==> src/rtl/keypad_scanner.sv <==
// 4x4 keypad scanner: rotates column drive, debounces a single-key press
// and release, and reports the accepted key as one-hot row/column.
module keypad_scanner #(
  parameter int SCAN_CYCLES     = 1000,
  parameter int DEBOUNCE_CYCLES = 20000
) (
  input  logic       clk,
  input  logic       reset,
  input  logic [3:0] row_in,
  output logic [3:0] col_drive,
  output logic [3:0] rows,
  output logic [3:0] cols,
  output logic       key_valid,
  output logic       pressed
);

  localparam int SW = $clog2(SCAN_CYCLES);
  localparam int DW = $clog2(DEBOUNCE_CYCLES);

  localparam logic [SW-1:0] SCAN_LAST = SW'(SCAN_CYCLES - 1);
  localparam logic [SW-1:0] SETTLE    = SW'(2);
  localparam logic [SW-1:0] SCAN_ONE  = SW'(1);
  localparam logic [DW-1:0] DEB_LAST  = DW'(DEBOUNCE_CYCLES - 1);
  localparam logic [DW-1:0] DEB_ONE   = DW'(1);

  typedef enum logic [1:0] {
    SCAN,
    DEBOUNCE,
    HELD,
    RELEASE
  } state_t;

  state_t        state, state_n;
  logic [3:0]    sync1, row_s;
  logic [SW-1:0] scan_cnt, scan_cnt_n;
  logic [DW-1:0] deb_cnt, deb_cnt_n;
  logic [3:0]    cand_row, cand_row_n;
  logic [3:0]    cand_col, cand_col_n;
  logic [3:0]    col_n, rows_n, cols_n, col_rot;
  logic          kv_n, pressed_n;
  logic          onehot, match, hold_bit;

  assign onehot   = (row_s != 4'd0) &&
                    ((row_s & (row_s - 4'd1)) == 4'd0);
  assign match    = row_s == cand_row;
  assign hold_bit = |(row_s & cand_row);
  assign col_rot  = {col_drive[2:0], col_drive[3]};

  always_ff @(posedge clk) begin
    if (reset) begin
      sync1 <= 4'd0;
      row_s <= 4'd0;
    end else begin
      sync1 <= row_in;
      row_s <= sync1;
    end
  end

  always_ff @(posedge clk) begin
    if (reset) begin
      state     <= SCAN;
      scan_cnt  <= '0;
      deb_cnt   <= '0;
      cand_row  <= 4'd0;
      cand_col  <= 4'd0;
      col_drive <= 4'b0001;
      rows      <= 4'd0;
      cols      <= 4'd0;
      key_valid <= 1'b0;
      pressed   <= 1'b0;
    end else begin
      state     <= state_n;
      scan_cnt  <= scan_cnt_n;
      deb_cnt   <= deb_cnt_n;
      cand_row  <= cand_row_n;
      cand_col  <= cand_col_n;
      col_drive <= col_n;
      rows      <= rows_n;
      cols      <= cols_n;
      key_valid <= kv_n;
      pressed   <= pressed_n;
    end
  end

  always_comb begin
    state_n    = state;
    scan_cnt_n = scan_cnt;
    deb_cnt_n  = deb_cnt;
    cand_row_n = cand_row;
    cand_col_n = cand_col;
    col_n      = col_drive;
    rows_n     = rows;
    cols_n     = cols;
    kv_n       = 1'b0;
    pressed_n  = pressed;
    unique case (state)
      SCAN: begin
        // first two counts let the synchronizer flush the old column
        if (scan_cnt >= SETTLE && onehot) begin
          cand_row_n = row_s;
          cand_col_n = col_drive;
          deb_cnt_n  = '0;
          state_n    = DEBOUNCE;
        end else if (scan_cnt == SCAN_LAST) begin
          col_n      = col_rot;
          scan_cnt_n = '0;
        end else begin
          scan_cnt_n = scan_cnt + SCAN_ONE;
        end
      end
      DEBOUNCE: begin
        if (!match) begin
          state_n    = SCAN;
          col_n      = col_rot;
          scan_cnt_n = '0;
        end else if (deb_cnt == DEB_LAST) begin
          state_n   = HELD;
          rows_n    = cand_row;
          cols_n    = cand_col;
          kv_n      = 1'b1;
          pressed_n = 1'b1;
        end else begin
          deb_cnt_n = deb_cnt + DEB_ONE;
        end
      end
      HELD: begin
        if (!hold_bit) begin
          deb_cnt_n = '0;
          state_n   = RELEASE;
        end
      end
      RELEASE: begin
        if (hold_bit) begin
          state_n = HELD;
        end else if (deb_cnt == DEB_LAST) begin
          state_n    = SCAN;
          pressed_n  = 1'b0;
          col_n      = col_rot;
          scan_cnt_n = '0;
        end else begin
          deb_cnt_n = deb_cnt + DEB_ONE;
        end
      end
      default: state_n = SCAN;
    endcase
  end

endmodule

==> config.mk <==
export PLATFORM = sky130hd
export DESIGN_NAME = keypad_scanner
export DESIGN_NICKNAME = d
export VERILOG_FILES = /design/src/rtl/keypad_scanner.sv
export SDC_FILE = /design/constraint.sdc
export NUM_CORES = 1
export LEC_CHECK = 0
export CORE_AREA = 2 2 80 82
export CTS_CLUSTER_DIAMETER = 30
export DETAILED_ROUTE_END_ITERATION = 8
export DIE_AREA = 0 0 82 84
export GPL_ROUTABILITY_DRIVEN = 0
export GPL_TIMING_DRIVEN = 0
export PLACE_DENSITY_LB_ADDON = 0.25
export SYNTH_ARGS = -nofsm -noshare
export SYNTH_HDL_FRONTEND = slang
export SYNTH_SLANG_ARGS = --single-unit
==> constraint.sdc <==
create_clock -name clk -period 2.6 [get_ports clk]
set_clock_uncertainty 0.15 [all_clocks]
set_input_delay 0.52 -clock clk [delete_from_list [all_inputs] [get_ports clk]]
set_output_delay 0.52 -clock clk [all_outputs]
set_load 0.02 [all_outputs]
# Yosys cells after proc, flatten, opt, wreduce, memory -nomap -nowiden
# Cells that the tools add are included.
[totals]
regBits = 57
latch_bits = 0
ramBits = 0
romBits = 0
in_bits = 6
output_inout_bits = 14
word_cells = 84
mem_count = 0
[op_classes]
addsub = 3
mul = 0
div_mod_pow = 0
order_cmp = 1
n_eq_ne = 17
shift = 0
muxes = 31
bitwise = 4
n_reduce_logical = 16
[ops]
columns = ["cell", "n"]
rows = [
  ["$mux 15", 5],
  ["$pmux 15 s4", 1],
  ["$mux 10", 5],
  ["$pmux 10 s3", 1],
  ["$mux 4", 5],
  ["$ne 2x2->1 const B", 9],
  ["$add 15x1->15 const B", 1],
  ["$eq 15x15->1 const B", 1],
  ["$mux 2", 6],
  ["$pmux 4 s3", 1],
  ["$add 10x1->10 const B", 1],
  ["$eq 10x10->1 const B", 1],
  ["$ge 10x2->1 const B", 1],
  ["$reduce_and 5->1", 2],
  ["$and 4x4->4", 2],
  ["$pmux 2 s4", 1],
  ["$reduce_and 4->1", 2],
  ["$ne 3x3->1 const B", 2],
  ["$reduce_and 6->1", 1],
  ["$mux 1", 5],
  ["$eq 2x2->1 const B", 2],
  ["$eq 4x4->1", 1],
  ["$logic_not 4->1", 1],
  ["$reduce_bool 4->1", 1],
  ["other kinds (12)", 14],
]

# Depth between registers and ports, before layout
[logic_depth]
depth_word = 7
depth_mapped = 10
ltp_nobuf = 8

# Worst setup path before layout
# Ideal clock, no wire load.
[synth_path]
kind = "register to register"
start = "register scan_cnt[0]"
end = "register deb_cnt[11]"
setup_ps = 59
arrival_ps = 2216
t_required_ps = 2391
setup_slack_ps = 175
stages_incl_launch_ff = 10
n_path_buf = 1
synth_period_minus_slack_ps = 2425
path_cell_list = "dfxtp_1 -> inv_1 -> ha_1 -> or4_4 -> nor4_4 -> or4_1 -> nand2_2 -> buf_6 -> or4_1 -> nand2_1"
[synth_between]
elab_chain_len = 4
[synth_rtl]
columns = ["item", "line_no", "rtl"]
rows = [
  ["start, declared", "35", "logic [SW-1:0] scan_cnt, scan_cnt_n;"],
  ["start signal, assigned", "73", "scan_cnt <= scan_cnt_n;"],
  ["$ge 10x2->1", "99", "if (scan_cnt >= SETTLE && onehot) begin"],
  ["$logic_and 1x1->1", "99", ""],
  ["$ne 2x2->1 (no source line)", "n/a", ""],
  ["$reduce_and 4->1 (no source line)", "n/a", ""],
  ["end signal, assigned", "74", "deb_cnt <= deb_cnt_n;"],
  ["end, declared", "36", "logic [DW-1:0] deb_cnt, deb_cnt_n;"],
]
# Every way passes these cells.
# A chain may end at the register's enable or synchronous reset.

# Worst setup path after layout
[layout_path]
start = "register row_s[1]"
end = "register deb_cnt[14]"
[layout_between]
elab_chain_len = 7
elab_cells_between_ends = 14
classes_between = "add/sub: 1; eq/ne: 5; bitwise: 2; reduce/logical: 6"
[layout_rtl]
columns = ["item", "line_no", "rtl"]
rows = [
  ["start, declared", "34", "logic [3:0] sync1, row_s;"],
  ["start signal, assigned", "55", "row_s <= sync1;"],
  ["$sub 4x1->4", "44", "((row_s & (row_s - 4'd1)) == 4'd0);"],
  ["$and 4x4->4", "44", ""],
  ["$logic_not 4->1", "44", ""],
  ["$logic_and 1x1->1", "43", "assign onehot = (row_s != 4'd0) &&"],
  ["$logic_and 1x1->1", "99", ""],
  ["$ne 2x2->1 (no source line)", "n/a", ""],
  ["$reduce_and 4->1 (no source line) *", "n/a", ""],
]
# Every way passes the cells marked *; elsewhere a longest branch is shown, timed or not.

==> flow_metrics.tcl <==
set metrics [dict create \
    status "completed" \
    finalNetCount 336 \
    area_delta_synth_final_pct 22.2 \
    grt_pass1_wl_um 9230 \
    detail_route.drc_violations 0 \
    synth-xor-area-share_pct 3.99 \
    tritoncts_sink_count 57 \
    global_route.peak_usage_layer "met2" \
    coreArea_um2 6100 \
    fin_crit_sh_pct 96.8 \
    use_met2_pct 25.3 \
    route.antenna.remaining_nets 0 \
    detailedPlacementHpwl_um 3890 \
    netlist_top_cells_count "sky130_fd_sc_hd__dfxtp_1, sky130_fd_sc_hd__nand2_1, sky130_fd_sc_hd__nor2_1" \
    total_of_buffers_placed_on_input_and_output_ports 18 \
    clock-root-buffer "sky130_fd_sc_hd__clkbuf_8" \
    clock_tree_from_tritoncts "yes" \
    power_density_nw_per_um2 687 \
    skew_pair_late_insertion_delay_ns 0.34 \
    starting_density_of_the_core_pct 43.2 \
    count_of_routing_violations_after_the_opening_detailed_route_iteration 110 \
    synth_top_flop_cell "sky130_fd_sc_hd__dfxtp_1" \
    synth_sequential_area_ratio_pct 43.3 \
    main_combinational_cell_family_by_area_after_synthesis "simple AND/OR/NAND/NOR gates" \
    synth-compound-area-share_pct 10.3 \
    synth_nets 299 \
    final_setup_violation_count 0 \
    synth_enable_flop_cells 0 \
    yosys_register_bits 57 \
    cts-htree-levels 3 \
    pin_count_of_the_biggest_net_entering_global_routing 12 \
    grt_overflow 0 \
    post_synth_and_or_nand_nor_area_fraction_pct 31.1 \
    number_of_global_route_vias_before_repair 1966 \
    worst-endpoint-arrival_ns 2.63 \
    report.final.slew_viol_count 0 \
    p_leak_nw 1.22 \
    max_freq_mhz 397 \
    async_reset_ff_share_pct 0 \
    synth.top_cell.area_share_pct 43.3 \
    dr_wl_cell_um 13.8 \
    post_synth_fa_ha_maj_area_fraction_pct 3.33 \
    worst_path_largest_cell_delay_ns 0.50 \
    timing.hold.worst.class "flip-flop to flip-flop" \
    slew_headroom_pct 52.5 \
    die-height_um 84 \
    hold_viol 0 \
    crit_path_end_kind "flip-flop" \
    routed-via-count 2173 \
    floorplan.die.width_um 82 \
    max-cap-violations 0 \
    synthesis.area_um2 2630 \
    peakVddDrop_v 0.000329 \
    crit_path_category "flip-flop to flip-flop" \
    cp-start-kind "flip-flop" \
    tightest_slew_ns 0.708 \
    route.final.wire_length_um 5600 \
    postSynthCellCount 286 \
    synth_cell_types 46 \
    hold_slack_ns 0.285 \
    critical_path.max_fanout 5 \
    worstPathRequired_ns 2.71 \
    number_of_placed_i_o_pins 20 \
    fin_total_pwr_w 0.00221 \
    synth.largest_area_cell "sky130_fd_sc_hd__dfxtp_1" \
    drive_above_1_share_pct 17.1 \
    met1_track_usage_gr_pct 23.4 \
    setup_ws_post_layout_ns 0.0837 \
    period_needed_ns 2.52 \
    number_of_antenna_violations_at_the_first_check_in_global_routing 0 \
    global_route.usage.total_pct 17.4 \
    yosys.cell_count.top_type "sky130_fd_sc_hd__dfxtp_1" \
    grt_setup_unrepaired "yes" \
    cpLargestDelayFamily "simple AND/OR/NAND/NOR gates" \
    synth_top_cells_by_area "sky130_fd_sc_hd__dfxtp_1, sky130_fd_sc_hd__nand2_1, sky130_fd_sc_hd__mux2i_1" \
    die_area_um2 6890 \
    clock_buffers_created_by_tritoncts 9 \
    worst_path_max_delay_cell "sky130_fd_sc_hd__or4_1" \
    synth.mux.area_fraction_pct 4.56 \
    vias_per_cell 5.37 \
    std_cell_rows 29 \
    worstPathCellList "ha_1 > nor4b_4 > nand2_2 > a21oi_2 > o21ai_2 > buf_4 > or4_1 > a21oi_1" \
    yosysWarningCount 0 \
    cts_max_path_buffers 2 \
    n_antenna_cell 0 \
    postSynthAreaPerCell_um2 9.21 \
    grt_use_met3_pct 6.28 \
    drt_pass1_iterations 4 \
    cp.buffers_inverters 1 \
    clk_pin_slew_worst_paths_ns 0.07 \
    detailedPlace.worstSlack_ns -0.113 \
]
## path summary, 6_finish.rpt
kind / from / to / slack, ns / cells past startpoint
worst min-delay path: sync1[0]$_SDFF_PP0_ / row_s[0]$_SDFF_PP0_ / 0.28 / 1
worst max register to register: row_s[1]$_SDFF_PP0_ / deb_cnt[14]$_SDFFE_PP0P_ / 0.08 / 8
worst max-delay path: row_s[1]$_SDFF_PP0_ / deb_cnt[14]$_SDFFE_PP0P_ / 0.08 / 8
worst min register to register: sync1[0]$_SDFF_PP0_ / row_s[0]$_SDFF_PP0_ / 0.28 / 1
## kinds of logic after synthesis
| group | after synthesis |
|---|---|
| fa+ha+maj | 7 |
| simple gates | 141 |
| compound gates | 40 |
| mux | 12 |
| flops | 57 |
| xor+xnor | 12 |
| buf+inv | 17 |
## routing by layer
| layer | vias up | wire [um] |
|---|---|---|
| met5 | - | 0 |
| met4 | 0 | 92 |
| met3 | 8 | 268 |
| met1 | 1012 | 2770 |
| li1 | 1107 | - |
| met2 | 46 | 2470 |
## registers in the layout (all words and copies together) (netlist names), 2 cells and up
name	flops
cand_row	4
col_drive	4
cols	4
deb_cnt	15
cand_col	4
scan_cnt	10
state	2
row_s	4
sync1	4
rows	4
## layout by cell type (no fill, tap or decap), types with 9 or more instances in the layout
| master | Yosys | routed |
|---|---|---|
| sky130_fd_sc_hd__mux2i_1 | 12 | 12 |
| sky130_fd_sc_hd__nor2_1 | 30 | 29 |
| sky130_fd_sc_hd__clkdlybuf4s50_1 | 0 | 18 |
| sky130_fd_sc_hd__or4_1 | 14 | 12 |
| sky130_fd_sc_hd__dfxtp_1 | 57 | 55 |
| sky130_fd_sc_hd__a21oi_1 | 17 | 16 |
| sky130_fd_sc_hd__buf_4 | 2 | 9 |
| sky130_fd_sc_hd__nand2_1 | 35 | 34 |
| sky130_fd_sc_hd__clkbuf_8 | 0 | 10 |
## what timing repair did
item	4_1_cts	5_1_grt
pin swaps	1	4
setup endpoints to repair	18	36
setup buffers	4	4
hold buffers	0	0
cloned	0	0
endpoints found under the hold margin	0	0
resized for setup	2	16
## metrics by stage
| step | instances | util (%) | TNS (ns) | cell area (um^2) |
|---|---|---|---|---|
| 2_1_floorplan | 286 | - | 0 | 2630 |
| 3_3_place_gp | 381 | 47.7 | -0.864 | 2910 |
| 3_5_place_dp | 381 | 47.7 | -1.13 | 2910 |
| 4_1_cts | 401 | 51.4 | 0 | 3140 |
| 5_1_grt | 405 | 52.8 | 0 | 3220 |
| 6_report | 405 | 52.8 | 0 | 3220 |
## power by group
group	total, W	leakage, nW	internal (W)	switching (W)
combinational	0.000505	0.681	0.000220	0.000285
sequential	0.000973	0.462	0.000925	0.0000477
clock	0.000732	0.0805	0.000370	0.000362
## area by class of cell
cell class | instances | area [um^2]
fill | 572 | 2880
tap | 77 | 96.3
clock buffer | 10 | 138
clock inverter | 6 | 43.8
sequential | 57 | 1140
inverter | 3 | 11.3
multi-input combinational | 212 | 1460
buffer | 14 | 83.8
timing repair buffer | 26 | 240
No activity file was read; power rests on OpenSTA's default activity.
